## src/rtl/score_keeper_pkg.sv

```systemverilog
`default_nettype none
// ============================================================================
//  Module   : score_keeper_pkg
//  Purpose  : Shared types and helpers for the score keeper and HUD logic.
//  Revision : 1.0 - initial release
// ============================================================================

package score_keeper_pkg;

    localparam int SCORE_DIGITS = 6;
    localparam int QUAD_W       = 11;

    typedef logic [SCORE_DIGITS-1:0][3:0] bcd_score_t;

    typedef enum logic [1:0] {
        SK_IDLE  = 2'd0,
        SK_ADD   = 2'd1,
        SK_BONUS = 2'd2
    } sk_state_t;

    // Quad points carry only three digits; hundreds field is 3 bits wide.
    function automatic bcd_score_t quad_to_bcd(input logic [QUAD_W-1:0] pts);
        bcd_score_t v;
        v    = '0;
        v[0] = pts[3:0];
        v[1] = pts[7:4];
        v[2] = {1'b0, pts[10:8]};
        return v;
    endfunction

endpackage

`default_nettype wire

```

## src/rtl/score_keeper_bcd_adder.sv

```systemverilog
`default_nettype none
// ============================================================================
//  Module   : bcd_adder
//  Purpose  : Combinational N-digit BCD ripple adder with per-digit carries.
//  Revision : 1.0 - initial release
// ============================================================================

module bcd_adder #(
    parameter int DIGITS = 6
) (
    input  logic [DIGITS*4-1:0] i_a,
    input  logic [DIGITS*4-1:0] i_b,
    input  logic                i_cin,
    output logic [DIGITS*4-1:0] o_sum,
    output logic [DIGITS-1:0]   o_carry
);

    always_comb begin
        logic       w_c;
        logic [4:0] w_t;
        o_sum   = '0;
        o_carry = '0;
        w_c     = i_cin;
        for (int d = 0; d < DIGITS; d++) begin
            w_t = {1'b0, i_a[d*4 +: 4]} + {1'b0, i_b[d*4 +: 4]} + {4'b0, w_c};
            if (w_t > 5'd9) begin
                w_t = w_t + 5'd6;
                w_c = 1'b1;
            end else begin
                w_c = 1'b0;
            end
            o_sum[d*4 +: 4] = w_t[3:0];
            o_carry[d]      = w_c;
        end
    end

endmodule

`default_nettype wire

```

## src/rtl/score_keeper.sv

```systemverilog
`default_nettype none
// ============================================================================
//  Module   : score_keeper
//  Purpose  : Per-frame BCD score accumulation, bonus ships, lives, high score.
//  Revision : 1.0 - initial release
// ============================================================================

module score_keeper
    import score_keeper_pkg::*;
#(
    parameter int NUM_QUADS   = 2,
    parameter int INIT_LIVES  = 3,
    parameter int MAX_LIVES   = 9,
    parameter int BONUS_DIGIT = 4
) (
    input  logic                        clk,
    input  logic                        reset,
    input  logic                        vsync,
    input  logic                        game_begin,
    input  logic                        ship_hit,
    input  logic [NUM_QUADS*QUAD_W-1:0] ast_points,
    output logic [23:0]                 score_bcd,
    output logic [23:0]                 high_score_bcd,
    output logic [3:0]                  lives,
    output logic                        game_active,
    output logic                        extra_life,
    output logic                        game_over,
    output logic                        overrun
);

    localparam int             c_idx_w      = $clog2(NUM_QUADS) + 1;
    localparam logic [c_idx_w-1:0] c_last_idx = c_idx_w'(NUM_QUADS - 1);
    localparam logic [3:0]     c_init_lives = 4'(INIT_LIVES);
    localparam logic [3:0]     c_max_lives  = 4'(MAX_LIVES);

    sk_state_t              r_state;
    sk_state_t              w_state_nxt;
    logic                   r_cap_en;
    logic [QUAD_W-1:0]      r_cap [NUM_QUADS];
    logic [c_idx_w-1:0]     r_idx;
    bcd_score_t             r_score;
    bcd_score_t             r_high;
    logic [3:0]             r_lives;
    logic                   r_active;
    logic                   r_bonus;
    logic                   r_dead;
    logic                   r_overrun;

    logic [QUAD_W-1:0]      w_quad;
    bcd_score_t             w_addend;
    bcd_score_t             w_sum;
    logic [SCORE_DIGITS-1:0] w_carry;
    logic                   w_carry_in_bonus;
    logic                   w_bonus_hit;
    logic                   w_capture;
    logic                   w_hit;
    logic                   w_grant;
    logic                   w_end_game;

    // Capture is refused once the last ship is gone, even before game_active drops.
    assign w_capture  = r_cap_en && r_active && !r_dead;
    assign w_hit      = ship_hit && r_active && !r_dead && (r_lives != 4'd0);
    assign w_grant    = (r_state == SK_BONUS) && r_bonus && !r_dead && (r_lives < c_max_lives);
    assign w_end_game = r_dead && (r_state == SK_IDLE);

    always_comb begin
        w_quad = '0;
        for (int i = 0; i < NUM_QUADS; i++) begin
            if (r_idx == c_idx_w'(i)) begin
                w_quad = r_cap[i];
            end
        end
    end

    assign w_addend = quad_to_bcd(w_quad);

    bcd_adder #(
        .DIGITS (SCORE_DIGITS)
    ) u_adder (
        .i_a     (r_score),
        .i_b     (w_addend),
        .i_cin   (1'b0),
        .o_sum   (w_sum),
        .o_carry (w_carry)
    );

    generate
        if (BONUS_DIGIT > 0) begin : g_bonus_carry
            assign w_carry_in_bonus = w_carry[BONUS_DIGIT-1];
        end else begin : g_bonus_nocarry
            assign w_carry_in_bonus = 1'b0;
        end
    endgenerate

    always_comb begin
        w_bonus_hit = w_carry_in_bonus;
        for (int d = BONUS_DIGIT; d < SCORE_DIGITS; d++) begin
            if (w_sum[d] != r_score[d]) begin
                w_bonus_hit = 1'b1;
            end
        end
    end

    always_comb begin
        w_state_nxt = r_state;
        case (r_state)
            SK_IDLE:  if (w_capture) w_state_nxt = SK_ADD;
            SK_ADD:   if (r_idx == c_last_idx) w_state_nxt = SK_BONUS;
            SK_BONUS: w_state_nxt = SK_IDLE;
            default:  w_state_nxt = SK_IDLE;
        endcase
        if (game_begin) begin
            w_state_nxt = SK_IDLE;
        end
    end

    always_ff @(posedge clk or posedge reset) begin
        if (reset) begin
            r_state <= SK_IDLE;
        end else begin
            r_state <= w_state_nxt;
        end
    end

    always_ff @(posedge clk or posedge reset) begin
        if (reset) begin
            r_cap_en  <= 1'b0;
            r_idx     <= '0;
            r_score   <= '0;
            r_high    <= '0;
            r_lives   <= 4'd0;
            r_active  <= 1'b0;
            r_bonus   <= 1'b0;
            r_dead    <= 1'b0;
            r_overrun <= 1'b0;
            for (int i = 0; i < NUM_QUADS; i++) begin
                r_cap[i] <= '0;
            end
        end else begin
            r_cap_en <= vsync;
            if (game_begin) begin
                r_idx    <= '0;
                r_score  <= '0;
                r_lives  <= c_init_lives;
                r_active <= 1'b1;
                r_bonus  <= 1'b0;
                r_dead   <= 1'b0;
                for (int i = 0; i < NUM_QUADS; i++) begin
                    r_cap[i] <= '0;
                end
            end else begin
                if (w_capture) begin
                    if (r_state == SK_IDLE) begin
                        r_idx <= '0;
                        for (int i = 0; i < NUM_QUADS; i++) begin
                            r_cap[i] <= ast_points[i*QUAD_W +: QUAD_W];
                        end
                    end else begin
                        r_overrun <= 1'b1;
                    end
                end

                if (r_state == SK_ADD) begin
                    r_score <= w_sum;
                    r_idx   <= r_idx + c_idx_w'(1);
                    if (w_bonus_hit) begin
                        r_bonus <= 1'b1;
                    end
                end else if (r_state == SK_BONUS) begin
                    r_bonus <= 1'b0;
                end

                // A grant and a hit in the same cycle cancel out.
                if (w_grant && !w_hit) begin
                    r_lives <= r_lives + 4'd1;
                end else if (w_hit && !w_grant) begin
                    r_lives <= r_lives - 4'd1;
                    if (r_lives == 4'd1) begin
                        r_dead <= 1'b1;
                    end
                end

                if (w_end_game) begin
                    r_active <= 1'b0;
                    r_dead   <= 1'b0;
                    if (r_score > r_high) begin
                        r_high <= r_score;
                    end
                end
            end
        end
    end

    assign score_bcd      = r_score;
    assign high_score_bcd = r_high;
    assign lives          = r_lives;
    assign game_active    = r_active;
    assign extra_life     = w_grant && !game_begin;
    assign game_over      = w_end_game && !game_begin;
    assign overrun        = r_overrun;

endmodule

`default_nettype wire

```

## config.mk

```make
export PLATFORM = sky130hd
export DESIGN_NAME = score_keeper
export DESIGN_NICKNAME = d
export VERILOG_FILES = /design/src/rtl/score_keeper_pkg.sv /design/src/rtl/score_keeper_bcd_adder.sv /design/src/rtl/score_keeper.sv
export SDC_FILE = /design/constraint.sdc
export NUM_CORES = 1
export LEC_CHECK = 0
export BUFFER_PORTS_ARGS = -buffer_cell sky130_fd_sc_hd__buf_2
export CAP_MARGIN = 20
export CELL_PAD_IN_SITES_DETAIL_PLACEMENT = 1
export CELL_PAD_IN_SITES_GLOBAL_PLACEMENT = 2
export CORE_ASPECT_RATIO = 1.25
export CORE_MARGIN = 2
export CORE_UTILIZATION = 38
export CTS_BUF_LIST = sky130_fd_sc_hd__clkbuf_16
export CTS_CLUSTER_SIZE = 40
export DETAILED_ROUTE_END_ITERATION = 7
export PLACE_DENSITY = 0.88
export SLEW_MARGIN = 30
export SYNTH_ARGS = -nofsm -noshare
export SYNTH_HDL_FRONTEND = slang
export SYNTH_SLANG_ARGS = --single-unit
```

## constraint.sdc

```tcl
create_clock -name clk -period 18 [get_ports clk]
set_clock_uncertainty 0.05 [all_clocks]
set_input_delay 3.6 -clock clk [delete_from_list [all_inputs] [get_ports clk]]
set_output_delay 3.6 -clock clk [all_outputs]
set_load 0.02 [all_outputs]
```

After elaboration in Yosys (flattened, before gate mapping) --
Index checks and enable logic that the tools add are counted.
Operators by class: bitwise operators 2, reductions and logical operators 37, mux-type cells 42, $add $sub $neg 17, order comparisons 8, eq/ne operators 10
Operator list (count):
- 22-bit 2-to-1 mux | 3
- 24-bit 2-to-1 mux | 2
- 4-bit 2-to-1 mux | 9
- 5-bit by 4-bit greater-than comparator with 1-bit output (second input constant) | 6
- 4-bit by 3-bit adder with 4-bit output (second input constant) | 6
- 24-bit greater-than comparator | 1
- 11-bit 2-to-1 mux | 2
- 1-bit 2-to-1 mux | 18
- 3-bit nonzero test | 6
- 4-bit by 1-bit adder with 5-bit output | 3
- 2-bit 2-to-1 mux | 7
- 1-bit logical AND | 13
- 3-bit != test (second input constant) | 4
- 4-bit by 4-bit adder with 5-bit output | 2
- 5-bit by 1-bit adder with 5-bit output | 2
- 3-bit AND reduction | 3
- 4-bit != test | 2
- 2-bit AND reduction | 4
- 2-bit nonzero test | 4
- 4-bit by 3-bit adder with 5-bit output | 1
- 4-bit by 1-bit adder with 4-bit output (second input constant) | 1
- 2-bit by 1-bit == test with 1-bit output (second input constant) | 2
- 4-bit by 1-bit == test with 1-bit output (second input constant) | 1
- 1-bit zero test | 4
- 8 further kinds | 10
Word-level totals: output and inout port bits 56, word-level logic and storage cells 138, register bits 83

Depth between registers and ports, before layout --
depth in word-level cells 26, depth in mapped cells 47

Modules after synthesis --
Synthesis repeated with hierarchy kept, for this count alone.
Unflattened totals: cells, all modules 504, area total of the unflattened synthesis 5624.1 um^2
By module, submodules not included:
- score_keeper | sequential area each 2077.0 um^2, times used 1, area each 4199.0 um^2, cells an instance 349
- bcd_adder | sequential area each 0.0 um^2, times used 1, area each 1425.1 um^2, cells an instance 155

Worst setup path after synthesis --
OpenSTA, ideal clock, no wires.
path kind reg-to-reg, start register r_idx[1], end register r_bonus, path slack 8.410 ns, stages on the path, launching flop included 46, library setup time 0.140 ns, data arrival time 9.400 ns, cell sequence dfrtp_1 -> inv_1 -> ha_1 -> clkbuf_1 -> o21ai_0 -> ha_1 -> fa_1 -> xnor2_1 -> and2_1 -> o21ai_1 -> fa_1 -> inv_1 -> fa_1 -> xor2_1 -> nand2_1 -> a21oi_1 -> inv_1 -> fa_1 -> (+10 left out) -> ha_1 -> ha_1 -> buf_2 -> clkinv_1 -> a21oi_1 -> o22ai_1 -> a31oi_1 -> ha_1 -> ha_1 -> clkbuf_1 -> xnor2_1 -> ha_1 -> nand2b_1 -> clkbuf_1 -> a41oi_1 -> or3_1 -> o211ai_1 -> a41oi_1
Between the ends: longest elaborated chain between the ends 25, elaborated cells between the ends (all ways) 33, those cells by class add/sub (10); order compare (6); eq/ne (4); mux (11); reduce/logical (2)
Ends and longest elaborated chain:
- from (decl) | line score_keeper.sv:40 | logic [c_idx_w-1:0] r_idx;
- from (signal assigned) | line score_keeper.sv:165 | r_idx <= r_idx + c_idx_w'(1);
- 2-bit zero test | line score_keeper.sv:69 | if (r_idx == c_idx_w'(i)) begin
- 11-bit 2-to-1 mux | line score_keeper.sv:69
- 11-bit 2-to-1 mux * | line score_keeper.sv:69
- 4-bit by 4-bit adder with 5-bit output | line score_keeper_bcd_adder.sv:25 | w_t = {1'b0, i_a[d*4 +: 4]} + {1'b0, i_b[d*4 +: 4]} + {4'b0, w_c};
- 5-bit by 4-bit greater-than comparator with 1-bit output | line score_keeper_bcd_adder.sv:26 | if (w_t > 5'd9) begin
- 1-bit 2-to-1 mux | line score_keeper_bcd_adder.sv:26
- 5-bit by 1-bit adder with 5-bit output | line score_keeper_bcd_adder.sv:25
- 5-bit by 4-bit greater-than comparator with 1-bit output | line score_keeper_bcd_adder.sv:26
- (+9 left out)
- 1-bit 2-to-1 mux | line score_keeper_bcd_adder.sv:26
- 4-bit by 1-bit adder with 5-bit output | line score_keeper_bcd_adder.sv:25
- 4-bit by 3-bit adder with 4-bit output / 5-bit by 4-bit greater-than comparator with 1-bit output (equally long branches) | line score_keeper_bcd_adder.sv:27, score_keeper_bcd_adder.sv:26
- 4-bit 2-to-1 mux | line score_keeper_bcd_adder.sv:26
- 4-bit != test | line score_keeper.sv:98 | if (w_sum[d] != r_score[d]) begin
- 1-bit 2-to-1 mux * | line score_keeper.sv:98
- 3-bit != test (no source line) *
- 2-bit AND reduction (no source line) *
- to (signal assigned) | line score_keeper.sv:133 | r_bonus <= 1'b0;
- to (signal assigned) | line score_keeper.sv:146 | r_bonus <= 1'b0;
- to (signal assigned) | line score_keeper.sv:167 | r_bonus <= 1'b1;
- to (decl) | line score_keeper.sv:45 | logic r_bonus;
Every way passes the cells marked *; elsewhere a longest branch is shown, timed or not. A chain may end at the register's enable or synchronous reset.

Final worst setup path --
Same ends and word-level chain as after synthesis.

==> impl_metrics.toml <==
[critical_path]
cpPeakStageDelay_ns = 0.61
crit_cells = 40
crit_type = "reg2reg"
crit_slowest_cell = "ha_1"
worstPathArrival_ns = 11.18
cp_num_buf_inv = 6
worstPathRequired_ns = 18.20
path_delay_family = "adder cells"
cp-end-kind = "flop"
cp_common_cell = "ha_1"
r2r_cells = 40
critical_path.max_fanout = 24
critPathLaunchType = "flop"
r2r_slack_ns = 7.02

[global_routing]
grt.total_usage_pct = 20.1
grt_pass1_wl_mm = 26.3
grt_max_degree = 84
first_global_vias = 5141
antenna_found_initial = 0
grt_overflow = 0

[floorplanning]
start_util_pct = 38.4
die_area_sq_um = 16000
ios = 83
dieHeight_microns = 141
coreArea_sq_um = 14800
fp.dieW_microns = 114
fp-row-count = 50

[clock_network]
cts_buffers = 9
clockBufferDepth = 2
cts-root-buf = "clkbuf_16"
path_clk_slew_ns = 0.06
clock-sinks = 83
ctsHoldBuffers = 0
cts_setup_buffers = 0
clk_latency_ns = 0.34
cts_tree = "done"
post_cts_resized = 0
htree_levels = 3

[drt]
routed_via_density = 5.41
drc = 0
dr_total_vias = 4841
first_iter_violations = 154
routed_wl_mm = 15.5
ant_nets = 0
wl_per_cell_microns = 17.3
firstDrtPassIters = 4

[timing]
rsz0062_at_grt = "false"
setup_viol = 0
post-route-period-util_pct = 61.0
fmax_mhz = 91.1
layout_min_cycle_time_ns = 10.98
finalSetupTns_ns = 0
hold_viol_final = 0
drv_slew = 0
tightest_slew_ns = 0.873
max-slew-margin-rel_pct = 41.6

[job]
cap_violations = 0

[placed_design]
gp_congestion = 0.833
dp_hpwl_mm = 11.3
dpl_cell_area_sq_um = 6240
portBuffers = 82

[synth]
yosys_warnings = 0
yosys.cell_types.count = 62
synth_largest_area_cell = "dfrtp_1"
synth-edff-count = 0
syn_area_sq_um = 5700
ys_ff_latch = 83
postSynthCellCount = 644
yosysMostFrequentCell = "nand2_1"
syn-mean-instance-area_sq_um = 8.85
ys_top_cells_by_area = "dfrtp_1 36%, ha_1 11%, nand2_1 6.7%"
synth_flop_cell = "dfrtp_1"
syn_nets = 726
async_reset_ff_share_pct = 100
yosysTopAreaCellShare_pct = 36.4
synth_seq_area_share_pct = 36.4
synthTopCellsByCount = "102 x nand2_1, 83 x dfrtp_1, 65 x a21oi_1"

[finish]
drive_above_1_share_pct = 18.8
postLayoutCoreUtil_pct = 44.0
stdcell_area_sq_um = 6530
synthToLayoutAreaGrowth_pct = 14.5
n_antenna_cell = 0
nets = 790

[worst_hold_path]
worstHoldPathType = "reg2reg"
hold_depth = 2

[power]
leakage_nw = 3.15
ir_worst_vdd_mv = 0.0381
p_per_area_nw_per_um2 = 77.9

[run_status]
status = "completed"
[tightest hold or removal path, cell delays in order, from the launching register on]
cell,delay [ns]
dfrtp_1,0.34
inv_1,0.04
o31ai_1,0.05
[layout make-up]
class                   count  area (sq um)
repair buffers             88           459
multi-input cells         481          3310
clock buffers               9           225
clock inverters             7          60.1
flip-flops and latches     83          2080
fillers                  1784          8300
well taps                 182           228
inverters                  45           170
[final timing paths]
path                       startpoint                end
max in group asynchronous       reset  high_score_bcd[9]
hold reg to reg               overrun            overrun
setup reg to reg             r_idx[1]            r_bonus
hold / removal                overrun            overrun
min in group asynchronous       reset      score_bcd[23]
setup / recovery             r_idx[1]            r_bonus
[state kept, by name, indices dropped and copies added (netlist names)]
| signal | flops |
|---|---|
| r_cap_en | 1 |
| score_bcd | 24 |
| r_idx | 2 |
| high_score_bcd | 24 |
| r_cap | 22 |
| lives | 4 |
| r_bonus | 1 |
| r_dead | 1 |
| overrun | 1 |
| r_state | 2 |
| game_active | 1 |
[per-layer routing]
layer  GRT usage, %  up-vias  wire length [microns]
met2           35.6       63                   7950
met5              0        -                      0
met4           5.65        0                    245
met3           2.41       16                    368
li1               -     2378                      -
met1           25.8     2384                   6940
[per-stage QoR]
stage	power, W	instances	hold slack (ns)	setup WS (ns)
after floorplan	0.000292	644	0.452	8.41
after global placement	0.000321	879	0.401	7.75
after detailed placement	0.000329	879	0.401	7.07
after CTS	0.000514	895	0.416	7.02
after global routing	0.000537	895	0.447	6.02
final	0.000508	895	0.409	7.02
[cells in the final DEF (no fill, tap or decap), types with 4 or more instances in the layout]
cell type	instances
xor2_1	8
mux2_4	16
a31oi_1	4
dfrtp_1	83
nand3_1	11
nor3b_1	5
mux2_2	6
a21o_1	8
xnor2_1	11
clkinv_1	4
ha_1	50
nand2_1	102
o211ai_1	5
buf_2	82
o21ai_0	31
inv_1	44
nand4_1	9
nor3_1	12
clkbuf_16	9
buf_4	5
a41oi_1	4
nor2b_1	13
nor4_1	4
nand2b_1	7
nor2_1	37
fa_1	5
a211oi_1	11
a21oi_1	65
mux2i_1	8
[cells by family after synthesis]
| family | after synthesis | synth area share, % |
|---|---|---|
| AOI/OAI and AO/OA | 161 | 18.0 |
| xor gates and xnor gates | 19 | 2.92 |
| adders and majority gates | 56 | 12.9 |
| buffers and inverters | 80 | 5.69 |
| DFF | 83 | 36.4 |
| muxes | 30 | 6.81 |
| and+or+nand+nor | 215 | 17.3 |
[power breakdown]
part / switching [W] / internal (W)
Clock: 0.0000785 / 0.000106
Sequential: 0.0000137 / 0.000196
Combinational: 0.0000714 / 0.0000425
Power figures use the tool's default switching activity.
